## src/rtl/multiplier_pkg.sv

```systemverilog
// Shared types and constants for the sequential 4x4 shift-add multiplier.
package multiplier_pkg;

    localparam int N     = 4;
    localparam int STEPS = 4;
    localparam int CNT_W = 8;

    typedef enum logic [1:0] {
        IDLE = 2'd0,
        LOAD = 2'd1,
        RUN  = 2'd2,
        DONE = 2'd3
    } state_t;

endpackage

```

## src/rtl/multiplier_datapath.sv

```systemverilog
// A/Q/M registers with the conditional 5-bit add followed by a right shift of {carry,A,Q}.
module multiplier_datapath
    import multiplier_pkg::*;
(
    input  logic           clk,
    input  logic           rst,
    input  logic           load,
    input  logic           step,
    input  logic [N-1:0]   mcand,
    input  logic [N-1:0]   mplier,
    output logic [N-1:0]   a,
    output logic [N-1:0]   q,
    output logic [2*N-1:0] next_prod
);

    logic [N-1:0] m;
    logic [N:0]   sum;
    logic [N-1:0] next_a;
    logic [N-1:0] next_q;

    // The carry is bit N of the sum; the shift moves it into A's MSB, so no
    // carry state survives past the edge.
    always_comb begin
        sum       = {1'b0, a};
        if (q[0]) begin
            sum = {1'b0, a} + {1'b0, m};
        end
        next_a    = sum[N:1];
        next_q    = {sum[0], q[N-1:1]};
        next_prod = {next_a, next_q};
    end

    always_ff @(posedge clk or posedge rst) begin
        if (rst) begin
            m <= '0;
            a <= '0;
            q <= '0;
        end else if (load) begin
            m <= mcand;
            q <= mplier;
            a <= '0;
        end else if (step) begin
            a <= next_a;
            q <= next_q;
        end
    end

endmodule

```

## src/rtl/multiplier.sv

```systemverilog
// Sequential unsigned shift-add multiplier: start loads operands, four steps later busy drops.
module multiplier
    import multiplier_pkg::*;
(
    input  logic             clk,
    input  logic             rst,
    output logic [2*N-1:0]   Output,
    output logic             busy,
    input  logic [N-1:0]     Multiplicand,
    input  logic [N-1:0]     Multiplier,
    input  logic             start,
    output logic [CNT_W-1:0] count,
    output logic [N-1:0]     s,
    output logic [N-1:0]     d
);

    // Handshake: start is a level; every edge it is high (re)loads the operands
    // and raises busy. busy falls on the edge that completes the 4th step, on
    // which Output becomes valid and is held until a later run completes.

    state_t         state;
    logic           step;
    logic [2*N-1:0] next_prod;

    assign step = !start && (state == LOAD || state == RUN);

    multiplier_datapath u_datapath (
        .clk       (clk),
        .rst       (rst),
        .load      (start),
        .step      (step),
        .mcand     (Multiplicand),
        .mplier    (Multiplier),
        .a         (s),
        .q         (d),
        .next_prod (next_prod)
    );

    always_ff @(posedge clk or posedge rst) begin
        if (rst) begin
            state  <= IDLE;
            busy   <= 1'b0;
            count  <= '0;
            Output <= '0;
        end else if (start) begin
            state <= LOAD;
            busy  <= 1'b1;
            count <= '0;
        end else begin
            case (state)
                LOAD, RUN: begin
                    count <= count + CNT_W'(1);
                    if (count == CNT_W'(STEPS - 1)) begin
                        Output <= next_prod;
                        busy   <= 1'b0;
                        state  <= DONE;
                    end else begin
                        state <= RUN;
                    end
                end
                default: begin
                    state <= state;
                end
            endcase
        end
    end

endmodule

```

## config.mk

```make
export PLATFORM = sky130hd
export DESIGN_NAME = multiplier
export DESIGN_NICKNAME = d
export VERILOG_FILES = /design/src/rtl/multiplier_pkg.sv /design/src/rtl/multiplier_datapath.sv /design/src/rtl/multiplier.sv
export SDC_FILE = /design/constraint.sdc
export NUM_CORES = 1
export LEC_CHECK = 0
export ABC_AREA = 1
export BUFFER_PORTS_ARGS = -buffer_cell sky130_fd_sc_hd__buf_2
export CAP_MARGIN = 20
export CORE_UTILIZATION = 25
export CTS_CLUSTER_SIZE = 12
export DETAILED_ROUTE_END_ITERATION = 12
export HOLD_SLACK_MARGIN = 0.02
export RECOVER_POWER = 25
export SYNTH_ARGS = -nofsm -noshare
export SYNTH_HDL_FRONTEND = slang
export SYNTH_SLANG_ARGS = --single-unit
```

## constraint.sdc

```tcl
create_clock -name clk -period 2.9 [get_ports clk]
set_input_delay 0.145 -clock clk [delete_from_list [all_inputs] [get_ports clk]]
set_output_delay 0.145 -clock clk [all_outputs]
set_load 0.02 [all_outputs]
```

==> reports/metrics.cfg <==
[outcome]
status = finished, final reports clean

[clock_network]
cts-root-buf = clkbuf_8
post_cts_buffers = 0
numClockSinks = 31
path_clk_slew_ns = 0.07
clk_path_buf_depth = 2
cts_tree = done
htreeDepth = 2
clk_latency_ns = 0.28
cts_buffers = 5

[yosys]
synth.top_cell.area_share_pct = 48.3
synth_mux_area_share_pct = 0
synth_adder_area_share_pct = 5.14
synth_area_leader_cell = dfrtp_1
synth_area_leaders = dfrtp_1, nand2_1, nand3_1
synth_warnings = 0
synthSimpleGateAreaFrac_pct = 31.7
ys_seq_area_share_pct = 48.3
synth_xor_area_share_pct = 0.545
synth_top_family_by_area = simple AND/OR/NAND/NOR gates
synth_cell_types = 27
synth_compound_area_share_pct = 7.09
syn_area_sq_um = 1610
syn_avg_cell_area_sq_um = 8.41
syn_nets = 208
syn_inst = 191
synth-seq-cells = 31

[setup_path]
start_kind = flop
cp-end-kind = flop
cpMostUsedCell = nand2_1
max_stage_delay_ns = 0.41
critical-path-slowest-cell = fa_1
crit_chain = ha_1 -> fa_1 -> xnor2_1 -> o21ai_0 -> nand2_1 -> nand2_1
rrSetupSlack_ns = 1.32
reg2reg_from = u_datapath.a[0]
worstPathRequired_ns = 3.12
reg2reg_depth = 6
cp_max_fo = 3
cp.arrival_ns = 1.80
r2r_end = Output[5]
crit_type = reg2reg

[placement]
port_buffers = 35
dp_hpwl_um = 2670
dpl.cell_count = 297
place.gp.congestion = 0.782

[global_route]
grt_pass1_vias = 1194
grt_overflow = 0
grt_pass1_wl_um = 5850
track_usage_pct = 11.8
grt_max_degree = 32
grt_antenna_before_repair = 0

[drt]
vias = 1340
drt_iter0_markers = 88
wl_met3_um = 206
post_drt_wl_per_cell_um = 11.7
via_per_inst = 4.38
drc_errors = 0
wirelength_um = 3590
dr.pass1.iters = 4
wl_met2_um = 1530
wl_met1_um = 1820
highest_layer = met4
final_antenna_net_count = 0

[die]
design.die.area_sq_um = 6750
coreArea_sq_um = 6060
ios = 36
start_util_pct = 26.5
die_x_um = 82.2
std_cell_rows = 28
fp.dieH_um = 82.2

[timing]
min_period_ns = 1.58
fmax_ghz = 0.633
worst_pin_slew_ns = 0.965
hold_violations = 0
setup_violations = 0
rsz0062_at_grt = no
skew_ns = 0.00752
slew_headroom_pct = 35.6
report.final.slew_viol_count = 0
fin_crit_sh_pct = 54.5
fin_tns_setup_ns = 0

[layout]
syn_to_final_growth_pct = 21.6
layout.cells.non_filler = 306
fin_util_pct = 32.2
nNetsFinal = 247
drive_above_1_share_pct = 26.8
antenna_cells = 0

[pwr]
peakVddDrop_mv = 0.254
cellPowerDensity_nw_per_um2 = 612
total_power_uw = 1190
leakagePower_uw = 0.00106

[run]
maxCapViolations = 0

[min_path]
hold_start = Multiplicand[3]
hold_end = u_datapath.m[3]
whs_path_depth = 3
min_path_type = in2reg

## power by group
part           switching, uW  internal (uW)
sequential              44.6            491
clock                    162            217
combinational            185           95.5
## routing by layer
layer	global-route usage, %	up-vias
met5	0	-
met4	4.74	0
met3	3.30	5
met2	17.4	40
met1	16.2	603
li1	-	692
## kinds of logic (layout without fill, tap and decap cells)
logic type | Yosys count | count (layout)
compound gates | 20 | 20
xor+xnor | 1 | 1
fa+ha+maj | 6 | 6
buf+inv | 25 | 65
flops | 31 | 31
simple gates | 108 | 108
## synthesized netlist by cell type
cell type	instances
nand2_2	3
inv_1	10
inv_4	1
nand2_4	1
o211ai_1	2
ha_1	5
a22oi_1	2
nand3_1	15
a21oi_1	5
fa_1	1
nand4_1	2
nor2_4	4
nor2_2	1
xnor2_1	1
inv_2	9
o21ai_1	4
buf_4	3
o21ai_0	6
nor2_8	1
nand2_1	73
dfrtp_1	31
nor2_1	5
buf_2	1
a22o_1	1
nand3_4	1
nor3_1	2
buf_6	1
## layout make-up
cell class / count / area, sq um
Inverter: 20 / 77.6
Sequential cell: 31 / 776
Multi-Input combinational cell: 135 / 714
Fill cell: 655 / 4110
Tap cell: 75 / 93.8
Timing Repair Buffer: 37 / 191
Clock buffer: 8 / 100
## critical path, delay by kind of cell, from the launching register on
family / cells / cell delay, ns
flops: 1 / 0.39
xor+xnor: 1 / 0.14
fa+ha+maj: 2 / 0.63
compound gates: 1 / 0.22
simple gates: 2 / 0.15
## how the worst max path moves through the flow
stage	startpoint	end	slack (ns)	cells after the start
after CTS	u_datapath.a[0]	u_datapath.a[1]	1.31	6
after detailed placement	u_datapath.a[0]	u_datapath.a[1]	1.31	6
after global placement	u_datapath.a[0]	u_datapath.a[1]	1.37	6
final	u_datapath.a[0]	Output[5]	1.32	6
after global routing	u_datapath.a[0]	Output[5]	1.21	6
after floorplan	u_datapath.a[0]	u_datapath.a[1]	1.31	6
## what timing repair did
item,in CTS,in global routing
hold buffers,1,0
gates resized for setup,0,0
setup endpoints to repair,0,0
endpoints found under the hold margin,31,0
## state kept, by name, summed over array words and instances, names as in the netlist
| name | cells |
|---|---|
| u_datapath.a | 4 |
| u_datapath.m | 4 |
| Output | 8 |
| count | 8 |
| u_datapath.q | 4 |
| busy | 1 |
| state | 2 |
## per-stage QoR
step / hold slack (ns) / setup slack, ns / area [sq um]
4_1_cts: 0.0612 / 1.31 / 1950
2_1_floorplan: 0.249 / 1.31 / 1610
3_3_place_gp: 0.256 / 1.37 / 1840
6_report: 0.0620 / 1.32 / 1950
3_5_place_dp: 0.253 / 1.31 / 1840
5_1_grt: 0.0538 / 1.21 / 1950
## layout by cell type (no fill, tap or decap)
cell type / synthesis / layout
inv_1: 10 / 11
clkbuf_1: 0 / 2
nand3_4: 1 / 1
ha_1: 5 / 5
xnor2_1: 1 / 1
dlygate4sd3_1: 0 / 1
inv_2: 9 / 8
nor2_8: 1 / 1
nand3_1: 15 / 15
nand4_1: 2 / 2
a22oi_1: 2 / 2
nand2_2: 3 / 3
clkbuf_8: 0 / 7
nor2_1: 5 / 5
buf_2: 1 / 34
o211ai_1: 2 / 2
nor2_4: 4 / 4
buf_4: 3 / 1
a21oi_1: 5 / 5
o21ai_1: 4 / 4
fa_1: 1 / 1
a22o_1: 1 / 1
inv_4: 1 / 1
o21ai_0: 6 / 6
nor2_2: 1 / 1
nand2_1: 73 / 73
nand2_4: 1 / 1
nor3_1: 2 / 2
dfrtp_1: 31 / 31
Power figures use the tool's default switching activity.
